--- src/rtl/uart_loop_checker_pkg.sv ---
// Shared definitions for the UART loop checker: FSM state encoding, bus-cycle
// phases and the 8-bit Fibonacci LFSR used to generate the test pattern.
package uart_loop_checker_pkg;

    // Top-level run sequencer states
    typedef enum logic [2:0] {
        ST_IDLE    = 3'd0,
        ST_CFG     = 3'd1,
        ST_WAIT_TX = 3'd2,
        ST_WR      = 3'd3,
        ST_WAIT_RX = 3'd4,
        ST_RD      = 3'd5,
        ST_CHECK   = 3'd6,
        ST_DONE    = 3'd7
    } state_t;

    // Phases of a single CPU-side bus access
    typedef enum logic [1:0] {
        BUS_IDLE   = 2'd0,
        BUS_SETUP  = 2'd1,
        BUS_STROBE = 2'd2,
        BUS_HOLD   = 2'd3
    } bus_phase_t;

    // Feedback taps q[7], q[5], q[4], q[3]
    localparam logic [7:0] LFSR_TAP_MASK = 8'b1011_1000;

    // Next LFSR value: shift left, feed back the XOR of the tapped bits
    function automatic logic [7:0] lfsr_next(input logic [7:0] q);
        lfsr_next = {q[6:0], ^(q & LFSR_TAP_MASK)};
    endfunction

    // An all-zero seed would lock the LFSR, so it is replaced by 8'h01
    function automatic logic [7:0] seed_sanitize(input logic [7:0] s);
        if (s == 8'h00) begin
            seed_sanitize = 8'h01;
        end else begin
            seed_sanitize = s;
        end
    endfunction

endpackage

--- src/rtl/uart_bus_cycle.sv ---
// One CPU-side bus access (write or read) towards the UART:
// SETUP (1 cycle) -> STROBE (STROBE_LEN cycles) -> HOLD (1 cycle).
// The requester holds req high; ack is high during HOLD, so the requester
// leaves its state on the same edge that ends the access.
module uart_bus_cycle
    import uart_loop_checker_pkg::*;
#(
    parameter int unsigned STROBE_LEN = 2
) (
    input  logic       clk,
    input  logic       rst,
    input  logic       req,
    input  logic       write,
    input  logic       c_nd,
    input  logic [7:0] wdata,
    input  logic [7:0] rdata_in,
    output logic       ack,
    output logic [7:0] rdata,
    output logic       n_cs,
    output logic       n_rd,
    output logic       n_wr,
    output logic       c_nd_q,
    output logic [7:0] wdata_q
);

    localparam logic [15:0] STROBE_LAST = 16'(STROBE_LEN - 1);

    bus_phase_t  phase_r;
    logic [15:0] strobe_cnt_r;
    logic        is_wr_r;
    logic        n_cs_r;
    logic        n_rd_r;
    logic        n_wr_r;
    logic        c_nd_r;
    logic [7:0]  wdata_r;
    logic [7:0]  rdata_r;

    // Phase sequencing, strobe timing, registered bus pins and read capture
    always_ff @(posedge clk) begin
        if (rst) begin
            phase_r      <= BUS_IDLE;
            strobe_cnt_r <= 16'd0;
            is_wr_r      <= 1'b0;
            n_cs_r       <= 1'b1;
            n_rd_r       <= 1'b1;
            n_wr_r       <= 1'b1;
            c_nd_r       <= 1'b1;
            wdata_r      <= 8'h00;
            rdata_r      <= 8'h00;
        end else begin
            case (phase_r)
                BUS_IDLE: begin
                    if (req) begin
                        phase_r <= BUS_SETUP;
                        n_cs_r  <= 1'b0;
                        c_nd_r  <= c_nd;
                        wdata_r <= wdata;
                        is_wr_r <= write;
                    end else begin
                        phase_r <= BUS_IDLE;
                    end
                end
                BUS_SETUP: begin
                    phase_r      <= BUS_STROBE;
                    strobe_cnt_r <= 16'd0;
                    if (is_wr_r) begin
                        n_wr_r <= 1'b0;
                    end else begin
                        n_rd_r <= 1'b0;
                    end
                end
                BUS_STROBE: begin
                    if (strobe_cnt_r == STROBE_LAST) begin
                        // Read data is taken on the edge ending the last strobe cycle
                        phase_r <= BUS_HOLD;
                        n_wr_r  <= 1'b1;
                        n_rd_r  <= 1'b1;
                        if (!is_wr_r) begin
                            rdata_r <= rdata_in;
                        end else begin
                            rdata_r <= rdata_r;
                        end
                    end else begin
                        strobe_cnt_r <= strobe_cnt_r + 16'd1;
                    end
                end
                BUS_HOLD: begin
                    phase_r <= BUS_IDLE;
                    n_cs_r  <= 1'b1;
                end
                default: begin
                    phase_r <= BUS_IDLE;
                    n_cs_r  <= 1'b1;
                    n_rd_r  <= 1'b1;
                    n_wr_r  <= 1'b1;
                end
            endcase
        end
    end

    assign ack     = (phase_r == BUS_HOLD);
    assign rdata   = rdata_r;
    assign n_cs    = n_cs_r;
    assign n_rd    = n_rd_r;
    assign n_wr    = n_wr_r;
    assign c_nd_q  = c_nd_r;
    assign wdata_q = wdata_r;

endmodule

--- config.mk ---
export PLATFORM = sky130hd
export DESIGN_NAME = uart_bus_cycle
export DESIGN_NICKNAME = d
export VERILOG_FILES = /design/src/rtl/uart_loop_checker_pkg.sv /design/src/rtl/uart_bus_cycle.sv
export SDC_FILE = /design/constraint.sdc
export NUM_CORES = 1
export LEC_CHECK = 0
export ABC_AREA = 1
export CAP_MARGIN = 20
export CORE_MARGIN = 1
export CORE_UTILIZATION = 40
export CTS_CLUSTER_SIZE = 20
export DETAILED_ROUTE_END_ITERATION = 6
export DONT_BUFFER_PORTS = 1
export PLACE_DENSITY = 0.59
export SETUP_SLACK_MARGIN = 0.15
export SLEW_MARGIN = 20
export SYNTH_ARGS = -nofsm -noshare
export SYNTH_HDL_FRONTEND = slang
export SYNTH_SLANG_ARGS = --single-unit
--- constraint.sdc ---
create_clock -name clk -period 1.4 [get_ports clk]
set_input_delay 0.14 -clock clk [delete_from_list [all_inputs] [get_ports clk]]
set_output_delay 0.14 -clock clk [all_outputs]
set_load 0.005 [all_outputs]
==> qor.txt, run 1 <==
Post-Route WL - 4860 um
GPL Wtd Cong - 0.746
Die Ht - 72.6 um
First-pass GRT wire length - 7170 um
Synth Register Bits - 39
Top post-synthesis cells by count - nand2_1, nor2_1, dfxtp_1, inv_1, nand3_1
Post-route DRC - 0
Total negative setup slack - -0.480 ns
Post-synth top area share - 39.1%
Lkg Pwr - 1.10 nW
Diode count - 0
Count of final setup violators - 13
Die width - 72.6 um
Setup CP Type - reg -> reg
Fillers - 458
R2R Setup Slk - -0.07 ns
Setup Skew - 0.00357 ns
Die area - 5280 sq um
Antenna violations before repair - 0
Synth Warn # - 0
Hold Violations, Final - 0
Pin count of the biggest net entering global routing - 19
CTS Buf Count - 5
Inst Count DP - 379
Mapped Avg Cell Area - 6.50 sq um
Total number of vias - 1954
Worst path required time - 1.61 ns
Port buffer count - 0
Worst slew margin - 47.1%
Cell row count - 25
Initial Util - 42.0%
Worst hold path cell count - 2
Minimum clock period - 1.47 ns
DR WL/cell - 12.0 um
Status - complete, but fails checks
Worst Tran Pin Value - 0.792 ns
Synthesized area - 2000 sq um
Library cells used by synthesis - 20
Fin nets - 365
CTS clk-pin slew, worst paths - 0.08 ns
Vias in the first global route - 1579
Synth top area cells - dfxtp_1, nand2_1, nor2_1
Core Area - 4750 sq um
RSZ-0062 raised after global routing - true
Gr usage total - 17.6%
Layout cells sized above 1 - 29.3%
CTS tree - yes
Synth async-reset ratio - 0%
PwrDens - 1380 nW/um^2
Final worst setup slack - -0.0686 ns
Failing checks - negative setup slack
Fin crit share - 105%
Final max-slew violation count - 0
Crit start category - flip-flop
Num ports - 42
Fmax - 0.681 GHz
Critical Path End Type - flip-flop
Iter 0 DRT Violations - 116
Max-cap viol count - 0
Post-synth EDFFs - 0
Hold Crit Class - in -> reg
Grt ovf - 0
R2R depth - 8
Mapped Nets - 335
CP arrival - 1.68 ns
Crit-path max FO - 8
1st-pass router iterations - 4
H-tree levels - 2
Latest clock arrival within the worst-skew pair - 0.29 ns
CTS max path bufs - 2
ANT nets after route - 0
Post-synthesis sequential area ratio - 39.1%
Most frequent cell after synthesis - nand2_1
Dominant synthesized flop cell - dfxtp_1
Detailed Place HPWL - 3150 um
Clock sinks - 39
Root Driver - clkbuf_8
Area leader, netlist - dfxtp_1
Drt via density - 4.82
Layout area overhead - 34.9%
Mapped Cells - 307
Worst VDD drop - 638 uV
Finished Layout Cells - 405
==> kinds of logic (layout without fill, tap and decap cells) <==
family | count (synthesis) | after routing | share of synthesized area (%)
compound gates | 38 | 38 | 9.66
fa+ha+maj | 7 | 7 | 4.39
buf+inv | 44 | 73 | 9.22
flops | 39 | 39 | 39.1
simple gates | 179 | 181 | 37.6
==> routing by layer <==
layer	vias to the layer above	global-route usage, %	wire length (um)	part of all wire (%)
met1	888	25.2	2330	48
met2	41	25.8	2240	46
met5	-	0	0	0
met4	0	5.88	44	0.91
li1	1020	-	-	-
met3	5	4.42	249	5.1
==> where the power goes <==
group	switching [mW]	total, mW	leakage [nW]	internal (mW)
logic	0.753	1.24	0.708	0.491
clock network	0.402	1.04	0.0636	0.641
registers	0.142	1.43	0.326	1.29
==> path summary, 6_finish.rpt <==
path                                 start                            end
min                            rdata_in[6]          rdata[6]$_SDFFE_PP0P_
max          strobe_cnt_r[10]$_SDFFE_PP0P_  strobe_cnt_r[15]$_SDFFE_PP0P_
min reg2reg              n_wr$_SDFFE_PP1P_              n_wr$_SDFFE_PP1P_
max reg2reg  strobe_cnt_r[10]$_SDFFE_PP0P_  strobe_cnt_r[15]$_SDFFE_PP0P_
==> per-stage QoR <==
step                instance area (sq um)  hold slack, ns  util [%]  power (mW)  worst slack, ns
global route                         2690         0.00404      56.6        3.96           -0.143
finish                               2690         0.00249      56.6        3.71          -0.0686
detailed placement                   2180           0.209      45.8        2.35          0.00827
floorplan                            2050           0.253         -        2.14           0.0866
CTS                                  2440          -0.103      51.4        3.47           0.0281
global placement                     2180           0.208      45.8        2.34           0.0294
==> sequential cells by signal, indices dropped and copies added, names as in the netlist <==
| register | count |
|---|---|
| n_rd | 1 |
| n_cs | 1 |
| strobe_cnt_r | 16 |
| n_wr | 1 |
| is_wr_r | 1 |
| c_nd_q | 1 |
| phase_r | 2 |
| wdata_q | 8 |
| rdata | 8 |
==> cell type report <==
class / count / area, sq um / share of cell area, %
well taps: 67 / 83.8 / 3.11
inverters: 36 / 139 / 5.16
multi-input cells: 226 / 1280 / 47.6
clock buffers: 7 / 97.6 / 3.62
repair buffers: 29 / 248 / 9.20
clock inverters: 1 / 30.0 / 1.12
flip-flops and latches: 39 / 812 / 30.2
==> cell usage in the layout (no fill, tap or decap), types with 2 or more instances in the layout <==
master         netlist  routed
a21oi_1             18      10
a21oi_2              0       8
buf_4                1      18
buf_6                2       2
clkbuf_8             0       5
dfxtp_1             39      26
dfxtp_2              0       7
dfxtp_4              0       6
dlygate4sd3_1        0       9
ha_1                 7       3
ha_2                 0       2
ha_4                 0       2
inv_1               35      31
inv_2                0       3
nand2_1             79      62
nand2_2              4      14
nand2_4              1       8
nand2_8              0       2
nand3_1             22      20
nand3_4              0       2
nand4_1              4       4
nor2_1              61      54
nor2_2               4       7
nor2_4               1       5
o21ai_0             19      17
==> worst max-delay path, cell delays in order, from the launching register on <==
cell	delay, ns
dfxtp_2	0.34
nor2_2	0.11
nand2_2	0.07
nor2_2	0.21
buf_4	0.16
nand3_4	0.13
nand2_8	0.17
nand2_2	0.06
a21oi_2	0.13
==> repair_timing <==
action	in CTS	in global routing
gates resized for setup	7	65
hold buffers	8	1
setup endpoints to repair	37	32
hold endpoints to repair	23	15
pin swaps	6	15
buffers inserted	3	4
cloned	1	1
(Power assumes the default switching activity.)
==> run 2, diff against run 1 <==
Settings changed: HOLD_SLACK_MARGIN set to 0.03, TNS_END_PERCENT set to 10.
==> qor.txt, run 2 (synthesis gave the netlist of run 1 again) <==
Port buffer count - 0 (unchanged)
Commonest cells after routing, fill and taps aside - nand2_1, nor2_1, inv_1 (unchanged)
Hold_ws - 0.0556 ns (was 0.00249 ns)
Diode count - 0 (unchanged)
CTS tree - yes (unchanged)
Num ports - 42 (unchanged)
Minimum clock period - 1.42 ns (was 1.47 ns)
Iter 0 DRT Violations - 133 (was 116)
Die area - 5280 sq um (unchanged)
CP arrival - 1.66 ns (was 1.68 ns)
R2R depth - 10 (was 8)
Setup CP Type - reg -> reg (unchanged)
H-tree levels - 2 (unchanged)
Critical Path End - rdata[6]$_SDFFE_PP0P_ (was strobe_cnt_r[15]$_SDFFE_PP0P_)
PwrDens - 1270 nW/um^2 (was 1380 nW/um^2)
Fillers - 485 (was 458)
Hold Violations, Final - 0 (unchanged)
Gate power share - 34.0% (was 33.5%)
Biggest register - strobe_cnt_r (unchanged)
Lkg Pwr - 1.06 nW (was 1.10 nW)
DR WL/cell - 11.7 um (was 12.0 um)
Pin count of the biggest net entering global routing - 17 (was 19)
Setup Skew - 0.00514 ns (was 0.00357 ns)
ANT nets after route - 0 (unchanged)
GPL Wtd Cong - 0.794 (was 0.746)
Fin nets - 371 (was 365)
Sw frac - 36.8% (was 34.9%)
Antenna violations before repair - 0 (unchanged)
Post-route DRC - 0 (unchanged)
Final max-slew violation count - 0 (unchanged)
Initial Util - 42.0% (unchanged)
Most common cell after layout, fill and taps aside - nand2_1 (unchanged)
Die width - 72.6 um (unchanged)
CTS Buf Count - 5 (unchanged)
Max-cap viol count - 0 (unchanged)
Sequential share of power - 43.2% (was 38.4%)
Latest clock arrival within the worst-skew pair - 0.30 ns (was 0.29 ns)
Worst VDD drop - 551 uV (was 638 uV)
Grt ovf - 0 (unchanged)
R2R Setup Slk - -0.02 ns (was -0.07 ns)
M2 GR Usage - 29.7% (was 25.8%)
Reg-to-reg startpoint - strobe_cnt_r[1]$_SDFFE_PP0P_ (was strobe_cnt_r[10]$_SDFFE_PP0P_)
Psw - 1.21 mW (was 1.30 mW)
Post-Route WL - 4800 um (was 4860 um)
Crit-path max FO - 8 (unchanged)
Failing checks - negative setup slack (unchanged)
Internal power - 2.08 mW (was 2.42 mW)
Fin crit share - 101% (was 105%)
Root Driver - clkbuf_8 (unchanged)
Die Ht - 72.6 um (unchanged)
Hold Crit Class - in -> reg (unchanged)
Worst slew margin - 56.9% (was 47.1%)
CTS clk-pin slew, worst paths - 0.08 ns (about the same)
Clock sinks - 39 (unchanged)
Gr usage total - 19.1% (was 17.6%)
Critical Path End Type - flip-flop (unchanged)
FF+latch area - 803 sq um (was 812 sq um)
Gr busiest metal - met2 (unchanged)
Worst Tran Pin Value - 0.645 ns (was 0.792 ns)
Final worst setup slack - -0.0191 ns (was -0.0686 ns)
Count of final setup violators - 5 (was 13)
R2r endpoint - rdata[6]$_SDFFE_PP0P_ (was strobe_cnt_r[15]$_SDFFE_PP0P_)
Met1 global-route usage - 25.9% (was 25.2%)
Clk pwr share - 22.9% (was 28.1%)
Vias in the first global route - 1720 (was 1579)
Total Power - 3.30 mW (was 3.71 mW)
Final Util - 54.4% (was 56.6%)
M3 GR Usage - 4.83% (was 4.42%)
Detailed Place HPWL - 3080 um (was 3150 um)
Status - complete, but fails checks (unchanged)
Total negative setup slack - -0.0725 ns (was -0.480 ns)
CTS max path bufs - 2 (unchanged)
Area of the multi-input gates - 1160 sq um (was 1280 sq um)
1st-pass router iterations - 4 (unchanged)
Max FFs per register - 16 (unchanged)
RSZ-0062 raised after global routing - true (unchanged)
Origin of the worst setup path - strobe_cnt_r[1]$_SDFFE_PP0P_ (was strobe_cnt_r[10]$_SDFFE_PP0P_)
Fmax - 0.705 GHz (was 0.681 GHz)
Core Area - 4750 sq um (unchanged)
Drt via density - 4.74 (was 4.82)
First-pass GRT wire length - 7740 um (was 7170 um)
Total number of vias - 1947 (was 1954)
Worst path required time - 1.64 ns (was 1.61 ns)
Layout area overhead - 29.6% (was 34.9%)
Layout cells sized above 1 - 20.3% (was 29.3%)
Crit start category - flip-flop (unchanged)
Cell row count - 25 (unchanged)
run 2: layout make-up:
cell class / instances / area share [%]
multi-input cells: 226 / 45.0
flip-flops and latches: 39 / 31.1
repair buffers: 35 / 12.0
inverters: 36 / 5.37
well taps: 67 / 3.24
clock buffers: 6 / 2.81
clock inverters: 2 / 0.484
run 2: worst max-delay path, stage by stage, from the launching register on:
cell and delay (ns):
dfxtp_2 0.35, inv_2 0.06, ha_4 0.12, nand3_2 0.07, nor2_4 0.12, nand2_2 0.10, nor2_4 0.21, nand2_4 0.13
nand2_1 0.09, nand2_1 0.05, nor2_1 0.07
run 2: how the worst min path moves through the flow:
| stage | startpoint | endpoint | slack, ns | cells after the start |
|---|---|---|---|---|
| after floorplan | c_nd | c_nd_q$_SDFFE_PP1P_ | 0.25 | 2 |
| after global placement | rst | strobe_cnt_r[1]$_SDFFE_PP0P_ | 0.21 | 1 |
| after detailed placement | rst | strobe_cnt_r[1]$_SDFFE_PP0P_ | 0.21 | 1 |
| after CTS | write | is_wr_r$_SDFFE_PP0P_ | 0.05 | 2 |
| after global routing | write | is_wr_r$_SDFFE_PP0P_ | 0.06 | 2 |
| final | write | is_wr_r$_SDFFE_PP0P_ | 0.06 | 2 |
run 2: timing repair:
item / CTS / global route
pin swaps: 3 / 10
endpoints found under the hold margin: 32 / 0
setup buffers: 1 / 2
setup endpoints to repair: 37 / 39
resized for setup: 7 / 27
gates cloned: 2 / 0
hold buffers: 19 / 0
run 2: power by group through the flow:
stage / clock network [mW] / logic [mW] / registers (mW)
final: 0.754 / 1.12 / 1.42
after global routing: 0.819 / 1.26 / 1.45
after CTS: 0.781 / 1.08 / 1.42
after detailed placement: 0 / 0.909 / 1.45
after global placement: 0 / 0.900 / 1.44
after floorplan: 0 / 0.716 / 1.42
run 2: per-stage QoR:
stage | setup WS [ns] | instance area [sq um] | cells
floorplan | 0.0866 | 2050 | 307
global placement | 0.0214 | 2180 | 379
detailed placement | 0.00472 | 2180 | 379
CTS | 0.0160 | 2500 | 409
global route | -0.107 | 2590 | 411
finish | -0.0191 | 2590 | 411
run 2: metal layers:
layer / routed length, um / vias to the layer above / part of all wire [%]
met5: 0 / - / 0
met4: 66 / 0 / 1.4
met1: 2320 / 861 / 48
met3: 199 / 7 / 4.1
met2: 2220 / 38 / 46
li1: - / 1041 / -
==> run 3, diff against run 2 <==
Settings changed: CTS_BUF_LIST set to sky130_fd_sc_hd__clkbuf_8 sky130_fd_sc_hd__clkbuf_16, MAX_ROUTING_LAYER set to met4.
==> qor.txt, run 3 (synthesis gave the netlist of run 1 again) <==
Status - complete, but fails checks (unchanged)
Failing checks - negative setup slack (unchanged)
Layout area overhead - 29.6% (unchanged)
Minimum clock period - 1.42 ns (about the same)
Final max-slew violation count - 0 (unchanged)
H-tree levels - 2 (unchanged)
Gr busiest metal - met2 (unchanged)
Root Driver - clkbuf_8 (unchanged)
Critical Path End Type - flip-flop (unchanged)
Num ports - 42 (unchanged)
Max-cap viol count - 0 (unchanged)
First-pass GRT wire length - 7740 um (unchanged)
1st-pass router iterations - 4 (unchanged)
CTS tree - yes (unchanged)
CTS max path bufs - 2 (unchanged)
Fmax - 0.705 GHz (about the same)
Pin count of the biggest net entering global routing - 17 (unchanged)
Fin crit share - 101% (about the same)
Fin nets - 371 (unchanged)
Die width - 72.6 um (unchanged)
Iter 0 DRT Violations - 133 (unchanged)
DR WL/cell - 11.7 um (unchanged)
Worst VDD drop - 550 uV (was 551 uV)
CTS clk-pin slew, worst paths - 0.08 ns (about the same)
CTS Buf Count - 5 (unchanged)
Post-Route WL - 4800 um (unchanged)
Count of final setup violators - 5 (unchanged)
Antenna violations before repair - 0 (unchanged)
Fillers - 485 (unchanged)
Layout cells sized above 1 - 20.3% (unchanged)
Post-route DRC - 0 (unchanged)
Crit start category - flip-flop (unchanged)
Gr usage total - 19.6% (was 19.1%)
Finished Cell Area - 2590 sq um (unchanged)
Worst path required time - 1.64 ns (about the same)
Grt ovf - 0 (unchanged)
CP arrival - 1.66 ns (about the same)
Diode count - 0 (unchanged)
Met1 global-route usage - 25.9% (unchanged)
Final worst setup slack - -0.0186 ns (was -0.0191 ns)
Die area - 5280 sq um (unchanged)
Core Area - 4750 sq um (unchanged)
PwrDens - 1270 nW/um^2 (about the same)
Worst Tran Pin Value - 0.645 ns (about the same)
Hold_ws - 0.0554 ns (was 0.0556 ns)
Clock sinks - 39 (unchanged)
GPL Wtd Cong - 0.806 (was 0.794)
Most common cell after layout, fill and taps aside - nand2_1 (unchanged)
Setup slack at placement - 0.00472 ns (unchanged)
Lkg Pwr - 1.06 nW (about the same)
Commonest cells after routing, fill and taps aside - nand2_1, nor2_1, inv_1 (unchanged)
Cell row count - 25 (unchanged)
Max FFs per register - 16 (unchanged)
Port buffer count - 0 (unchanged)
Vias in the first global route - 1724 (was 1720)
Setup Skew - 0.00510 ns (was 0.00514 ns)
Latest clock arrival within the worst-skew pair - 0.29 ns (was 0.30 ns)
Hold Crit Class - in -> reg (unchanged)
Setup CP Type - reg -> reg (unchanged)
Drt via density - 4.73 (was 4.74)
RSZ-0062 raised after global routing - true (unchanged)
M3 GR Usage - 4.83% (unchanged)
Hold Violations, Final - 0 (unchanged)
Crit-path max FO - 8 (unchanged)
Worst slew margin - 56.9% (about the same)
Detailed Place HPWL - 3080 um (unchanged)
Total number of vias - 1945 (was 1947)
Biggest register - strobe_cnt_r (unchanged)
Area post-placement - 2180 sq um (unchanged)
M2 GR Usage - 29.7% (unchanged)
ANT nets after route - 0 (unchanged)
Die Ht - 72.6 um (unchanged)
Initial Util - 42.0% (unchanged)
[run 3: cell count changes in the layout (fill, tap and decap cells not counted), sizes merged]
cell,change
clkbuf,-1
inv,+1
[run 3: what timing repair did]
| action | in CTS | in global routing |
|---|---|---|
| resized for setup | 7 | 27 |
| hold endpoints to repair | 32 | 0 |
| hold buffers | 19 | 0 |
| setup buffers | 1 | 2 |
| pin swaps | 3 | 10 |
| cloned | 2 | 0 |
| setup endpoints to repair | 37 | 39 |
[run 3: metrics by stage]
step | power [mW] | utilization (%) | setup TNS, ns | std cells
floorplan | 2.13 | - | 0 | 307
global placement | 2.35 | 45.8 | 0 | 379
detailed placement | 2.36 | 45.8 | 0 | 379
CTS | 3.28 | 52.6 | 0 | 409
global route | 3.52 | 54.4 | -1.11 | 411
finish | 3.29 | 54.4 | -0.0743 | 411
[run 3: routing by layer]
layer	part of all wire [%]	vias to the layer above
li1	-	1041
met1	48	859
met2	46	38
met3	4.2	7
met4	1.2	0
met5	0	-
[run 3: path summary, 6_finish.rpt]
check / cells past startpoint / slack, ns / from / endpoint
worst max-delay path: 10 / -0.02 / strobe_cnt_r[1]$_SDFFE_PP0P_ / rdata[6]$_SDFFE_PP0P_
worst min-delay path: 2 / 0.06 / write / is_wr_r$_SDFFE_PP0P_
worst max register to register: 10 / -0.02 / strobe_cnt_r[1]$_SDFFE_PP0P_ / rdata[6]$_SDFFE_PP0P_
worst min register to register: 2 / 0.48 / n_wr$_SDFFE_PP1P_ / n_wr$_SDFFE_PP1P_
[run 3: worst max-delay path, cell delays in order (launching register included)]
cell and delay [ns]:
dfxtp_2 0.35, inv_2 0.06, ha_4 0.12, nand3_2 0.07, nor2_4 0.12, nand2_2 0.10, nor2_4 0.21, nand2_4 0.13
nand2_1 0.09, nand2_1 0.05, nor2_1 0.07
[run 3: cell type report]
class / count / area (sq um) / area share [%]
Clock buffer: 5 / 68.8 / 2.66
Clock inverter: 3 / 16.3 / 0.629
Tap cell: 67 / 83.8 / 3.24
Multi-Input combinational cell: 226 / 1160 / 45.0
Sequential cell: 39 / 803 / 31.1
Timing Repair Buffer: 35 / 310 / 12.0
Inverter: 36 / 139 / 5.37
[run 3: report_power, final]
part / total (mW) / switching [mW] / internal [mW]
registers: 1.42 / 0.140 / 1.28
clock network: 0.747 / 0.406 / 0.341
logic: 1.12 / 0.667 / 0.453
